===== config.mk =====
export PLATFORM = sky130hd
export DESIGN_NAME = mst_chn_arb
export DESIGN_NICKNAME = d
export VERILOG_FILES = /design/src/rtl/mst_arb_pkg.sv /design/src/rtl/mst_rr_pick.sv /design/src/rtl/mst_chn_arb.sv
export SDC_FILE = /design/constraint.sdc
export NUM_CORES = 1
export LEC_CHECK = 0
export BUFFER_PORTS_ARGS = -buffer_cell sky130_fd_sc_hd__buf_4
export CORE_ASPECT_RATIO = 0.8
export CORE_MARGIN = 3
export CORE_UTILIZATION = 25
export CTS_CLUSTER_DIAMETER = 30
export CTS_CLUSTER_SIZE = 25
export DETAILED_ROUTE_END_ITERATION = 8
export PLACE_DENSITY = 0.48
export SYNTH_ARGS = -nofsm -noshare
export SYNTH_HDL_FRONTEND = slang
export SYNTH_SLANG_ARGS = --single-unit

===== constraint.sdc =====
create_clock -name clk -period 2.4 [get_ports clk]
set_clock_uncertainty 0.1 [all_clocks]
set_input_delay 0 -clock clk [delete_from_list [all_inputs] [get_ports clk]]
set_output_delay 0 -clock clk [all_outputs]
set_load 0.05 [all_outputs]

===== src/rtl/mst_arb_pkg.sv =====
// rtl/mst_arb_pkg.sv - shared types, constants and round-robin helper for the channel arbiter
package mst_arb_pkg;

    localparam int NCH = 4;
    localparam int CHW = 2;

    typedef enum logic [1:0] {
        IDLE  = 2'd0,
        OFFER = 2'd1,
        BUSY  = 2'd2,
        TURN  = 2'd3
    } arb_state_t;

    // Returns {any, pick}: first set bit of cand searching last+1 .. last+NCH (mod NCH)
    function automatic logic [CHW:0] rr_first(input logic [NCH-1:0] cand,
                                              input logic [CHW-1:0] last);
        logic [CHW-1:0] idx;
        logic [CHW-1:0] pick;
        logic           found;
        found = 1'b0;
        pick  = '0;
        for (int i = 1; i <= NCH; i++) begin
            idx = last + CHW'(i);
            if (cand[idx] && !found) begin
                found = 1'b1;
                pick  = idx;
            end
        end
        return {found, pick};
    endfunction

endpackage


===== src/rtl/mst_rr_pick.sv =====
// rtl/mst_rr_pick.sv - combinational round-robin pick over four channel candidates
module mst_rr_pick
    import mst_arb_pkg::*;
(
    input  logic [NCH-1:0] cand,
    input  logic [CHW-1:0] last,
    output logic           any,
    output logic [CHW-1:0] pick
);

    // Channel after the last served one wins, so no channel can starve another
    always_comb begin
        {any, pick} = rr_first(cand, last);
    end

endmodule


===== src/rtl/mst_chn_arb.sv =====
// rtl/mst_chn_arb.sv - round-robin FT600 channel scheduler with beat quota and turnaround (optional MST_ARB_STAT_EN grant counters)
module mst_chn_arb
    import mst_arb_pkg::*;
#(
    parameter int QUOTA    = 256,
    parameter int CNT_W    = 9,
    parameter int TURN_CYC = 1
) (
    input  logic             clk,
    input  logic             rst_n,
    input  logic             mltcn,
    input  logic [3:0]       req_vld,
    input  logic [3:0]       ch_rdy,
    input  logic             gnt_ack,
    input  logic             beat,
    input  logic             xfer_end,
    output logic             gnt_vld,
    output logic [1:0]       gnt_chn,
    output logic             busy,
    output logic [CNT_W-1:0] beat_cnt,
    output logic             quota_hit
`ifdef MST_ARB_STAT_EN
    ,
    input  logic             stat_clr,
    output logic [63:0]      stat_gnt
`endif
);

    localparam logic [CNT_W-1:0] QUOTA_M1  = CNT_W'(QUOTA - 1);
    localparam logic [2:0]       TURN_LAST = 3'(TURN_CYC - 1);

    arb_state_t     state;
    logic [CHW-1:0] last_chn;
    logic [2:0]     turn_cnt;
    logic [NCH-1:0] cand;
    logic           pick_any;
    logic [CHW-1:0] pick_chn;
    logic           quota_beat;

    // In 245 mode only channel 0 is eligible
    assign cand       = req_vld & ch_rdy & (mltcn ? 4'hF : 4'h1);
    assign quota_beat = beat && (beat_cnt == QUOTA_M1);

    mst_rr_pick u_pick (
        .cand (cand),
        .last (last_chn),
        .any  (pick_any),
        .pick (pick_chn)
    );

    // Arbitration FSM: offer, hold until ack or withdrawal, count beats, then turnaround gap
    always_ff @(posedge clk or negedge rst_n) begin
        if (!rst_n) begin
            state     <= IDLE;
            gnt_vld   <= 1'b0;
            gnt_chn   <= '0;
            busy      <= 1'b0;
            beat_cnt  <= '0;
            quota_hit <= 1'b0;
            last_chn  <= CHW'(NCH - 1);
            turn_cnt  <= '0;
        end else begin
            quota_hit <= 1'b0;
            case (state)
                IDLE: begin
                    if (pick_any) begin
                        state   <= OFFER;
                        gnt_vld <= 1'b1;
                        gnt_chn <= pick_chn;
                    end
                end
                OFFER: begin
                    if (gnt_ack) begin
                        state    <= BUSY;
                        last_chn <= gnt_chn;
                        beat_cnt <= '0;
                        busy     <= 1'b1;
                        gnt_vld  <= 1'b0;
                    end else if (!cand[gnt_chn]) begin
                        state   <= IDLE;
                        gnt_vld <= 1'b0;
                    end
                end
                BUSY: begin
                    if (beat) begin
                        beat_cnt <= beat_cnt + 1'b1;
                    end
                    if (quota_beat || xfer_end) begin
                        state     <= TURN;
                        busy      <= 1'b0;
                        turn_cnt  <= TURN_LAST;
                        quota_hit <= quota_beat;
                    end
                end
                TURN: begin
                    if (turn_cnt == 3'd0) begin
                        state <= IDLE;
                    end else begin
                        turn_cnt <= turn_cnt - 1'b1;
                    end
                end
                default: state <= IDLE;
            endcase
        end
    end

`ifdef MST_ARB_STAT_EN
    logic [NCH-1:0][15:0] stat_q;

    // Saturating per-channel grant counters; clear has priority over a same-cycle ack
    always_ff @(posedge clk or negedge rst_n) begin
        if (!rst_n) begin
            stat_q <= '0;
        end else begin
            for (int i = 0; i < NCH; i++) begin
                if (stat_clr) begin
                    stat_q[i] <= '0;
                end else if (state == OFFER && gnt_ack && gnt_chn == CHW'(i) &&
                             stat_q[i] != 16'hFFFF) begin
                    stat_q[i] <= stat_q[i] + 16'd1;
                end
            end
        end
    end

    assign stat_gnt = stat_q;
`endif

endmodule


=== Word-level counts from Yosys, hierarchy flattened ===
Index checks and enable logic that the tools add are counted.

* $add $sub $neg: 5
* Multiply operators: 0
* Divide/modulo/power cells: 0
* Magnitude comparators: 5
* Eq/ne operators: 11
* Shift-type cells: 0
* Multiplexer cells: 40
* Bitwise operators: 2
* Reductions and logical operators: 20

{| class="wikitable"
|+ Operators by type and width
! cell !! count
|-
| $mux W2 || 9
|-
| $mux W9 || 2
|-
| $pmux W9 S2 || 1
|-
| $mux W1 || 16
|-
| $lt A2 B3 Y1 const B || 5
|-
| $ne A2 B2 Y1 const B || 6
|-
| $reduce_and A3 Y1 || 4
|-
| $bmux W1 S2 || 5
|-
| $add A9 B1 Y9 const B || 1
|-
| $eq A9 B8 Y1 const B || 1
|-
| $and A4 B4 Y4 || 2
|-
| $pmux W2 S4 || 1
|-
| $mux W3 || 2
|-
| $pmux W3 S2 || 1
|-
| $reduce_bool A2 Y1 || 3
|-
| $add A2 B2 Y2 const B || 2
|-
| $eq A2 B2 Y1 const B || 2
|-
| $logic_and A1 B1 Y1 || 4
|-
| $mux W4 || 1
|-
| $pmux W1 S2 || 2
|-
| $reduce_and A2 Y1 || 2
|-
| $reduce_and A4 Y1 || 1
|-
| $logic_not A1 Y1 || 3
|-
| $logic_not A3 Y1 || 1
|-
| other kinds (6) || 6
|}

* Register bits after elaboration: 21
* Latch bits: 0
* RAM bits: 0
* Memory bits (read-only): 0
* Input bits: 14
* Output and inout port bits: 14
* Logic and storage cells: 91
* Memories: 0

=== Logic depth before layout (Yosys ltp) ===
Gate-level depths: netlist (run 1).

* Depth in word-level cells: 16
* Depth in mapped cells: 9
* Depth with buffers taken out: 9

=== By module ===
A second synthesis (run 1) with hierarchy kept.

* Cell total of the unflattened synthesis: 134
* Area total of the unflattened synthesis: 1265.0 um2

{| class="wikitable"
|+ Modules (own cells, without submodules)
! module !! instances !! cells each !! area an instance (um2) !! sequential area each (um2)
|-
| mst_chn_arb || 1 || 120 || 1173.6 || 528.0
|-
| mst_rr_pick || 1 || 14 || 91.3 || 0.0
|}

=== Least setup slack after synthesis (run 1) ===
Ideal clock, no wire load.

* Path kind: reg2reg
* Start: register beat_cnt[4]
* End: register state[0]
* Library setup time: 0.131 ns
* Data arrival time: 1.997 ns
* Required time: 2.169 ns
* Setup slack: 0.171 ns
* Stages on the path, launching flop included: 10
* Path buffers: 0
* Clock period less this slack: 2.229 ns
* Cell sequence: dfrtp_1 and3_1 and2_1 nand2_1 nor2_1 ha_1 a21o_1 nand2_1 nand2_1 or3_1

* Word-level cells in the longest chain between the ends: 5

{| class="wikitable"
|+ Ends and longest elaborated chain
! item !! RTL line !! RTL
|-
| start: declaration || mst_chn_arb.sv:20 || <nowiki>output logic [CNT_W-1:0] beat_cnt,</nowiki>
|-
| start signal: assignment || mst_chn_arb.sv:86 || <nowiki>beat_cnt <= beat_cnt + 1'b1;</nowiki>
|-
| $eq A9 B8 Y1 || mst_chn_arb.sv:42 || <nowiki>assign quota_beat = beat && (beat_cnt == QUOTA_M1);</nowiki>
|-
| $logic_and A1 B1 Y1 || mst_chn_arb.sv:42 ||
|-
| $logic_or A1 B1 Y1 || mst_chn_arb.sv:88 || <nowiki>if (quota_beat || xfer_end) begin</nowiki>
|-
| $ne A2 B2 Y1 (no source line) || - ||
|-
| $reduce_and A4 Y1 (no source line) || - ||
|-
| end signal: assignment || mst_chn_arb.sv:54 || <nowiki>state <= IDLE;</nowiki>
|-
| end signal: assignment || mst_chn_arb.sv:89 || <nowiki>state <= TURN;</nowiki>
|-
| end signal: assignment || mst_chn_arb.sv:97 || <nowiki>state <= IDLE;</nowiki>
|-
| end: declaration || mst_chn_arb.sv:32 || <nowiki>arb_state_t state;</nowiki>
|}

Every way passes these cells.
A chain may end at the register's enable or synchronous reset.

=== Worst setup path after layout (run 1) ===
Same ends and word-level chain as after synthesis.

==> flow_summary_export.csv, run 1 <==
group,metric,value,unit
global_routing,grt_usage,9.070,%
placement,portBuffers,27,
clocking,cts-root-buf,"clkbuf_8",
clocking,tritoncts,"done",
synthesis,ys_ff_latch,21,
global_routing,grt_max_degree,22,
critical_path,worstSetupEndpointType,"flip-flop",
drt,vias,1055,
synthesis,synth_nets,151,
final_layout,area_growth,26.04,%
global_routing,antenna_found_initial,0,
sta,setup_violations,0,
worst_hold_path,min_path_type,"input pin to flip-flop",
die,core,0.004679,sq mm
global_routing,grt.overflow.total,0,
clocking,cts.sinks,21,
die,ios,28,
drt,final_antenna_net_count,0,
final_layout,multi_input_area,631.9,sq um
worst_hold_path,hp-start,"gnt_ack",
synthesis,synth_top_cell_area_share,38.66,%
power_and_ir_drop,p_leak,0.7359,nW
synthesis,synth_area_leaders,"dfrtp_1 39%, dfstp_2 4.3%, ha_1 4.1%, o21ai_0 4.1%, xor2_1 3.6%",
synthesis,netlist-cell-type-count,36,
die,fp.dieW,84.42,microns
final_layout,fin_nets,181,
placement,dpl_cell_area,0.001475,sq mm
sta,worst_pin_slew,523.3,ps
die,start_util,26.28,%
critical_path,critPathRequiredTime,2440,ps
power_and_ir_drop,vdd_ir_drop_max,501.1,uV
outcome,status,"finished, final reports clean",
sta,max-slew-margin-rel,64.21,%
drt,firstDrtPassIters,4,
synthesis,synth_top_area_cell,"dfrtp_1",
final_layout,drive_gt1_share,24.07,%
placement,hpwl,2.050,mm
final_layout,stdcell_area,0.001550,sq mm
critical_path,cp_max_fo,4,
critical_path,start_kind,"flip-flop",
global_routing,grt_pass1_wl,4.195,mm
critical_path,r2r_start,"beat_cnt[4]",
critical_path,worstSetupPathType,"flip-flop to flip-flop",
clocking,cts-buffers-inserted,3,
final_layout,register_area,528.0,sq um
clocking,insertion_delay,250,ps
flow_run,maxCapViolCount,0,
sta,max_freq,479.4,MHz
drt,drc_errors,0,
critical_path,crit_start,"beat_cnt[4]",
clocking,clk_path_buf_depth,2,
synthesis,ys_warn_count,0,
sta,rsz0062_at_grt,"false",
sta,maxSlewViolCount,0,
synthesis,syn_area_per_cell,9.248,sq um
die,row_count,22,
final_layout,diodes,0,
placement,place.gp.congestion,0.8119,
global_routing,grt_pass1_vias,880,
clocking,htreeDepth,1,
sta,hold_viol,0,
sta,fin_setup_tns,0,ps
sta,fin_crit_sh,86.91,%
power_and_ir_drop,powerDensity,982.0,mW/mm^2
drt,wl_per_cell,12.31,microns
drt,wl,2.732,mm
clocking,path_clk_slew,70,ps
die,dieArea,0.005803,sq mm
synthesis,yosysSeqAreaShare,42.93,%
synthesis,synthCells,133,
sta,layout_min_cycle_time,2086,ps
die,die_y,68.74,microns
critical_path,critPathArrivalTime,2130,ps
drt,drt_first_iter_violations,139,
final_layout,fillers,495,
synthesis,syn_area,0.001230,sq mm
drt,vias_per_cell,4.752,
==> logic make-up (layout without fill, tap and decap cells) <==
group                    count (synthesis)  in the layout  synth area share (%)
AND/OR/NAND/NOR                         50             50                 22.08
AO/OA/AOI/OAI                           35             35                 18.21
flip-flops                              21             21                 42.93
buffers and inverters                   14             43                 5.697
XOR/XNOR                                 6              6                 4.273
adder cells (fa/ha/maj)                  4              4                 4.069
multiplexers                             3              3                 2.746
==> worst paths after layout <==
| check | cells past startpoint | slack (ps) | endpoint |
|---|---|---|---|
| worst max-delay path | 9 | 310 | state[0] |
| worst min-delay path | 4 | 20 | beat_cnt[0] |
| worst max register to register | 9 | 310 | state[0] |
| worst min register to register | 1 | 400 | busy |
| max in group asynchronous | 2 | 1860 | last_chn[0] |
| min in group asynchronous | 2 | 70 | beat_cnt[6] |
==> routing by layer <==
layer | GRT usage [%] | routed length [microns] | vias up
met3 | 2.969 | 134 | 4
met1 | 12.92 | 1379 | 491
met2 | 13.48 | 1204 | 26
li1 | - | - | 534
met4 | 1.779 | 14 | 0
met5 | 0 | 0 | -
==> report_power, final <==
group | internal, W | leakage (nW) | switching [W]
Clock | 0.000118 | 0.0228 | 0.000109
Sequential | 0.000472 | 0.270 | 0.000160
Combinational | 0.000261 | 0.443 | 0.000403
Total | 0.000851 | 0.736 | 0.000671
==> cells in the final DEF, fill, tap and decap left out, types with 5 or more instances in the layout <==
master    n
dfrtp_1  19
buf_4    28
nand3_1   7
nand2_1  10
o21ai_0  10
nor2_1   11
a21oi_1   8
inv_1     8
xor2_1    5
==> repair_timing <==
item	4_1_cts	5_1_grt
hold buffers	3	0
setup buffers	0	0
gates resized for setup	0	0
endpoints found under the setup margin	0	0
endpoints found under the hold margin	24	0
==> critical path, stage by stage, from the launching register on <==
cell     delay (ps)
dfrtp_1         400
and3_1          200
and2_1          170
nand2_1          90
nor2_1           50
ha_1            180
a21o_1          200
nand2_1         140
nand2_1          70
or3_1           370
==> layout make-up <==
| class | count | area share (%) |
|---|---|---|
| Tap cell | 60 | 4.843 |
| Inverter | 8 | 1.937 |
| Timing Repair Buffer | 31 | 15.50 |
| Multi-Input combinational cell | 98 | 40.76 |
| Clock buffer | 4 | 2.906 |
| Sequential cell | 21 | 34.06 |
==> state kept, by name (all words and copies together), names as in the netlist, named ones only <==
signal and count:
state 1, gnt_vld 1, busy 1, quota_hit 1
turn_cnt 3, last_chn 2, gnt_chn 2, beat_cnt 9
==> metrics by stage <==
step	hold WS [ps]	setup slack [ps]	total power, W	std cells	utilization (%)
2_1_floorplan	-395.6	171.5	0.001126	133	-
3_3_place_gp	-197.8	350.4	0.001298	215	31.52
3_5_place_dp	-199.4	318.9	0.001301	215	31.52
4_1_cts	3.783	310.2	0.001541	222	33.13
5_1_grt	30.80	164.6	0.001629	222	33.13
6_report	15.62	314.2	0.001522	222	33.13
==> cells in the mapped netlist, drive strengths merged <==
cell and n:
clkbuf 2, and3 4, a31oi 3, a2111oi 1, nor2b 1, and3b 3, buf 4, nand2 10
a21o 4, o21ai 10, o211ai 1, nor2 11, and2 1, dfrtp 19, mux2 3, or3 2
xor2 5, o21ba 1, nor3b 2, a311oi 2, dfstp 2, ha 4, o21a 1, o22a 1
a211oi 2, inv 8, a222oi 1, nand3 8, a21oi 8, nand3b 1, nor3 2, nand2b 1
nand4 4, xnor2 1
Power figures use the tool's default switching activity.
==> run 2: changes to the inputs <==
--- a/config.mk
+++ b/config.mk
@@ -5,8 +5,9 @@
 export SDC_FILE = /design/constraint.sdc
 export NUM_CORES = 1
 export LEC_CHECK = 0
+export ABC_AREA = 1
 export BUFFER_PORTS_ARGS = -buffer_cell sky130_fd_sc_hd__buf_4
-export CORE_ASPECT_RATIO = 0.8
+export CORE_ASPECT_RATIO = 0.5
 export CORE_MARGIN = 3
 export CORE_UTILIZATION = 25
 export CTS_CLUSTER_DIAMETER = 30
==> flow_summary_export.csv, run 2 <==
group,metric,value,unit
synthesis,syn_area,0.001344,sq mm
synthesis,ys_warn_count,0,
sta,worst_pin_slew,342.3,ps
clocking,clk_path_buf_depth,2,
sta,setup_violations,0,
drt,dr_wl_met3,89,microns
sta,hold_viol,0,
sta,fin_setup_tns,0,ps
die,fp.dieW,109.7,microns
clocking,tritoncts,"done",
global_routing,grt.overflow.total,0,
drt,met1_length,1.531,mm
synthesis,synth_top_area_cell,"dfrtp_1",
synthesis,synth_top_cell_area_share,35.38,%
worst_hold_path,min_path_type,"input pin to async pin",
drt,vias,1269,
power_and_ir_drop,p_leak,0.8203,nW
drt,final_antenna_net_count,0,
die,row_count,18,
global_routing,antenna_found_initial,0,
sta,rsz0062_at_grt,"false",
synthesis,synth.most_common_cell,"nand2_1",
clocking,path_clk_slew,80,ps
final_layout,largest_reg_flops,9,
synthesis,synth_edf_count,0,
power_and_ir_drop,powerDensity,1140,mW/mm^2
drt,wl,3.081,mm
sta,max_freq,540.8,MHz
die,dieArea,0.006344,sq mm
global_routing,grt_usage,10.29,%
final_layout,fin_nets,235,
critical_path,critPathArrivalTime,1950,ps
synthesis,synth_area_leaders,"dfrtp_1 35%, nand2_1 12%, nand3_1 8.2%, inv_1 5.3%, nor2_1 5.0%",
placement,place.gp.congestion,0.7898,
sta,layout_min_cycle_time,1849,ps
critical_path,cp_max_fo,10,
synthesis,synth_top_family_by_area,"simple AND/OR/NAND/NOR gates",
synthesis,synth_fa_ha_area_share,3.724,%
drt,drt_first_iter_violations,69,
global_routing,grt_pass1_wl,5.209,mm
drt,top_layer,"met3",
drt,wl_per_cell,10.77,microns
sta,fin_crit_sh,77.05,%
power_and_ir_drop,p_comb_share,56.6,%
final_layout,final_common_cell,"nand2_1",
drt,firstDrtPassIters,4,
final_layout,top_register,"beat_cnt",
synthesis,synth_ff_type,"dfrtp_1",
critical_path,start_kind,"flip-flop",
drt,met2_length,1.460,mm
outcome,status,"finished, final reports clean",
clocking,insertion_delay,260,ps
synthesis,synthXorXnorAreaFrac,0,%
synthesis,synth_nets,204,
clocking,htreeDepth,1,
synthesis,synthMuxAreaShare,0.7449,%
drt,drc_errors,0,
power_and_ir_drop,vdd_ir_drop_max,371.3,uV
critical_path,worstSetupEndpointType,"flip-flop",
power_and_ir_drop,power.switching,0.0009719,W
synthesis,netlist-cell-type-count,29,
critical_path,critPathRequiredTime,2500,ps
final_layout,diodes,0,
clocking,postCtsSetupRepairBufs,0,
synthesis,yosys-top-cells-count,"44 x nand2_1, 22 x nand3_1, 19 x dfrtp_1, 19 x inv_1, 18 x nor2_1",
power_and_ir_drop,p_clk_share,12.0,%
final_layout,area_growth,25.23,%
global_routing,grt_pass1_vias,1151,
placement,portBuffers,27,
synthesis,syn_area_per_cell,7.225,sq um
die,start_util,26.64,%
final_layout,layout_common_cells,"44 x nand2_1, 27 x buf_4, 22 x nand3_1, 19 x inv_1, 19 x dfrtp_1",
clocking,cts-root-buf,"clkbuf_8",
sta,max-slew-margin-rel,76.94,%
synthesis,synthArstFlopShare,100.0,%
synthesis,ys_ff_latch,21,
drt,vias_per_cell,4.437,
clocking,cts.sinks,21,
synthesis,synth_simple_gate_area_share,36.96,%
die,ios,28,
die,die_y,57.84,microns
placement,hpwl,2.451,mm
final_layout,largestRegisters,"beat_cnt (9), turn_cnt (3)",
critical_path,worstSetupPathType,"flip-flop to flip-flop",
flow_run,maxCapViolCount,0,
global_routing,grt_max_degree,22,
sta,hold_slack,47.61,ps
power_and_ir_drop,power_frac_seq,31.4,%
synthesis,yosysSeqAreaShare,39.29,%
power_and_ir_drop,swShare,50.67,%
die,core,0.005045,sq mm
synthesis,synthCells,186,
sta,maxSlewViolCount,0,
synthesis,synth_compound_area_share,11.36,%
clocking,cts-buffers-inserted,3,
power_and_ir_drop,intPower,0.0009463,W
final_layout,drive_gt1_share,22.22,%
==> run 2: cell count changes after synthesis, moves of 5 or more <==
cell,before,now
xor2_1,5,0
inv_1,8,19
nand2_1,10,44
nor2_1,11,18
nand3_1,7,22
==> run 2: cell families (layout without fill, tap and decap cells) <==
logic type / count (synthesis) / in the layout
simple gates: 106 / 106
flops: 21 / 21
buf+inv: 26 / 56
fa+ha+maj: 4 / 4
mux: 1 / 1
compound gates: 28 / 28
==> run 2: final cells by class <==
class | instances | area, sq um
Timing Repair Buffer | 29 | 222.7
Clock buffer | 3 | 41.29
Fill cell | 556 | 3362
Multi-Input combinational cell | 139 | 709.4
Clock inverter | 1 | 5.005
Tap cell | 70 | 87.58
Inverter | 23 | 88.84
Sequential cell | 21 | 528.0
==> run 2: final timing paths <==
path,endpoint,cells past startpoint,start,slack [ps]
min in group clk,flip-flop,3,gnt_ack,50
hold reg to reg,gnt_vld,2,gnt_vld,420
hold / removal,turn_cnt[0],2,rst_n,50
setup / recovery,gnt_chn[0],10,last_chn[0],550
max in group asynchronous,last_chn[1],2,rst_n,1870
setup reg to reg,gnt_chn[0],10,last_chn[0],550
==> run 2: metal layers <==
layer	vias up	track usage, %
li1	676	-
met1	577	13.67
met2	16	17.17
met3	0	2.558
met4	0	2.131
met5	-	0
==> run 2: worst max-delay path: stages (launching register included) <==
cell and delay (ps):
dfstp_2 650, inv_4 90, nand2_1 60, nand2_1 110
nand3_1 110, nand2_1 120, nand3_1 130, nor2_1 60
nor2_1 190, nand3_1 100, nand2_1 70
==> run 2: what timing repair did <==
item | in CTS | in global routing
hold buffers | 2 | 0
endpoints found under the hold margin | 23 | 0
gates resized for setup | 0 | 0
==> run 2: power by group through the flow <==
| stage | Clock, W | Combinational, W | Sequential (W) |
|---|---|---|---|
| floorplan | 0 | 0.000681 | 0.000748 |
| global placement | 0 | 0.00109 | 0.000607 |
| detailed placement | 0 | 0.00109 | 0.000610 |
| CTS | 0.000243 | 0.00110 | 0.000602 |
| global route | 0.000258 | 0.00124 | 0.000621 |
| finish | 0.000230 | 0.00109 | 0.000602 |
==> run 2: metrics by stage <==
| step | util [%] | setup slack [ps] | area, sq um | std cells | power [W] |
|---|---|---|---|---|---|
| final | 33.36 | 550.8 | 1683 | 286 | 0.001918 |
| after CTS | 33.36 | 531.8 | 1683 | 286 | 0.001944 |
| after global routing | 33.36 | 348.5 | 1683 | 286 | 0.002116 |
| after detailed placement | 32.04 | 564.2 | 1617 | 280 | 0.001697 |
| after floorplan | - | 499.4 | 1344 | 186 | 0.001429 |
| after global placement | 32.04 | 538.3 | 1617 | 280 | 0.001694 |
==> run 3: changes to the inputs <==
--- a/config.mk
+++ b/config.mk
@@ -5,7 +5,7 @@
 export SDC_FILE = /design/constraint.sdc
 export NUM_CORES = 1
 export LEC_CHECK = 0
-export ABC_AREA = 1
+export ABC_AREA = 0
 export BUFFER_PORTS_ARGS = -buffer_cell sky130_fd_sc_hd__buf_4
 export CORE_ASPECT_RATIO = 0.5
 export CORE_MARGIN = 3
==> constraint.sdc (replaced) <==
create_clock -name clk -period 1.85 [get_ports clk]
set_clock_uncertainty 0.1 [all_clocks]
set_input_delay 0 -clock clk [delete_from_list [all_inputs] [get_ports clk]]
set_output_delay 0 -clock clk [all_outputs]
set_load 0.05 [all_outputs]
==> flow_summary_export.csv, run 3 (synthesis results as in run 1) <==
group,metric,value,unit
outcome,status,"finished, final reports clean",
final_layout,largestRegisters,"beat_cnt (9), turn_cnt (3)",
critical_path,r2r_cells,9,
global_routing,use_met1,15.73,%
placement,hpwl,2.207,mm
final_layout,fillers,482,
die,ios,28,
global_routing,met2_usage,14.67,%
critical_path,worstSetupPathType,"flip-flop to flip-flop",
sta,max-slew-margin-rel,68.19,%
flow_run,maxCapViolCount,0,
drt,drc_errors,0,
placement,place.gp.congestion,0.7181,
worst_hold_path,min_path_cells,4,
die,die_y,55.60,microns
final_layout,largest_reg_flops,9,
worst_hold_path,min_path_type,"input pin to flip-flop",
critical_path,slowest_delay,400,ps
drt,firstDrtPassIters,4,
sta,layout_min_cycle_time,1805,ps
drt,wl_per_cell,11.94,microns
global_routing,grt.overflow.total,0,
sta,setup_violations,0,
final_layout,top_register,"beat_cnt",
clocking,htreeDepth,1,
sta,max_freq,553.9,MHz
worst_hold_path,holdPathEnd,"beat_cnt[0]",
final_layout,area_growth,35.81,%
drt,vias_per_cell,4.515,
die,fp.dieW,105.2,microns
die,dieArea,0.005848,sq mm
sta,worst_pin_slew,473.4,ps
worst_hold_path,hp-start,"gnt_ack",
sta,hold_viol,0,
critical_path,ff2ff_setup_slack,40,ps
global_routing,grt_pass1_vias,1073,
critical_path,r2r-end,"state[0]",
power_and_ir_drop,vdd_ir_drop_max,227.6,uV
global_routing,grt_pass1_wl,5.181,mm
final_layout,diodes,0,
clocking,cts-root-buf,"clkbuf_8",
clocking,insertion_delay,250,ps
critical_path,critPathArrivalTime,1840,ps
global_routing,antenna_found_initial,0,
final_layout,drive_gt1_share,35.84,%
critical_path,r2r_start,"beat_cnt[4]",
die,core,0.004573,sq mm
clocking,cts-buffers-inserted,3,
critical_path,slowest_stage,"dfrtp_2",
global_routing,grt_usage,10.62,%
power_and_ir_drop,powerDensity,1228,mW/mm^2
drt,vias,1079,
sta,fin_setup_tns,0,ps
global_routing,grt_max_degree,22,
drt,wl,2.853,mm
drt,drt_first_iter_violations,46,
critical_path,worstPathCellList,"and3_4, and2_4, nand2_4, nor2_2, ha_2, a21o_1, nand2_2, nand2_1, or3_1",
die,row_count,17,
final_layout,final_common_cell,"buf_4",
critical_path,worstSetupEndpointType,"flip-flop",
clocking,clk_path_buf_depth,2,
final_layout,stdcell_area,0.001670,sq mm
global_routing,met3_usage,3.592,%
placement,dpl_cell_area,0.001579,sq mm
critical_path,critPathRequiredTime,1890,ps
sta,rsz0062_at_grt,"true",
sta,maxSlewViolCount,0,
clocking,path_clk_slew,70,ps
placement,portBuffers,27,
global_routing,busiest_layer,"met1",
sta,fin_crit_sh,97.59,%
critical_path,cp_max_fo,3,
power_and_ir_drop,p_leak,0.7992,nW
clocking,cts.sinks,21,
drt,final_antenna_net_count,0,
final_layout,fin_nets,192,
clocking,tritoncts,"done",
critical_path,crit_start,"beat_cnt[4]",
final_layout,layout_common_cells,"39 x buf_4, 13 x dfrtp_1, 10 x nor2_1, 9 x o21ai_0",
critical_path,start_kind,"flip-flop",
die,start_util,26.89,%
run 3: cell count changes in the layout (fill, tap and decap cells not counted), sizes merged, moves of 3 or more:
cell | previous run | this run
inv | 23 | 8
buf | 27 | 39
nand2 | 49 | 10
mux2 | 0 | 3
nand3 | 22 | 8
nor3 | 5 | 2
xor2 | 0 | 5
a21o | 0 | 4
and3b | 0 | 3
and3 | 1 | 4
o21ai | 15 | 10
nor2 | 22 | 11
run 3: how the worst max path moves through the flow:
stage / end / slack, ps / depth (start not counted)
after global routing: state[0] / -70 / 9
after floorplan: state[0] / -120 / 9
after CTS: state[0] / 20 / 9
after detailed placement: state[0] / 30 / 9
after global placement: state[0] / 70 / 9
final: state[0] / 40 / 9
run 3: cell type report:
class,count,area (sq um),share of cell area (%)
inverter,8,30.03,1.798
tap,66,82.58,4.944
timing repair buffer,42,322.8,19.33
clock buffer,4,45.04,2.697
sequential,21,535.5,32.06
multi-input combinational,98,654.4,39.18
run 3: routing by layer:
layer	vias to the layer above	share of wire, %
li1	558	-
met1	501	53
met2	18	42
met3	2	4.6
met4	0	0.74
met5	-	0
run 3: timing repair:
action	4_1_cts	5_1_grt
hold buffers	3	0
resized for setup	0	4
endpoints found under the setup margin	0	7
hold endpoints to repair	24	0
setup buffers	0	1
run 3: power by group:
group          switching (W)  internal, W  leakage [nW]
Sequential          0.000166     0.000619         0.261
Combinational       0.000578     0.000401         0.515
Clock               0.000134     0.000153        0.0228
Total               0.000878      0.00117         0.799
run 3: metrics by stage:
step	util (%)	setup WS, ps	total power [W]	std cells	hold slack, ps
global placement	34.53	66.75	0.001773	231	-196.1
CTS	36.17	19.67	0.002080	238	6.226
detailed placement	34.53	29.38	0.001770	231	-198.4
global route	36.53	-66.83	0.002228	239	44.42
floorplan	-	-117.1	0.001469	133	-395.6
finish	36.53	44.68	0.002052	239	10.92
run 3: worst max-delay path: cells and delay by family, from the launching register on:
family | cells | cell delay, ps
simple gates | 7 | 850
flops | 1 | 400
fa+ha+maj | 1 | 160
compound gates | 1 | 170
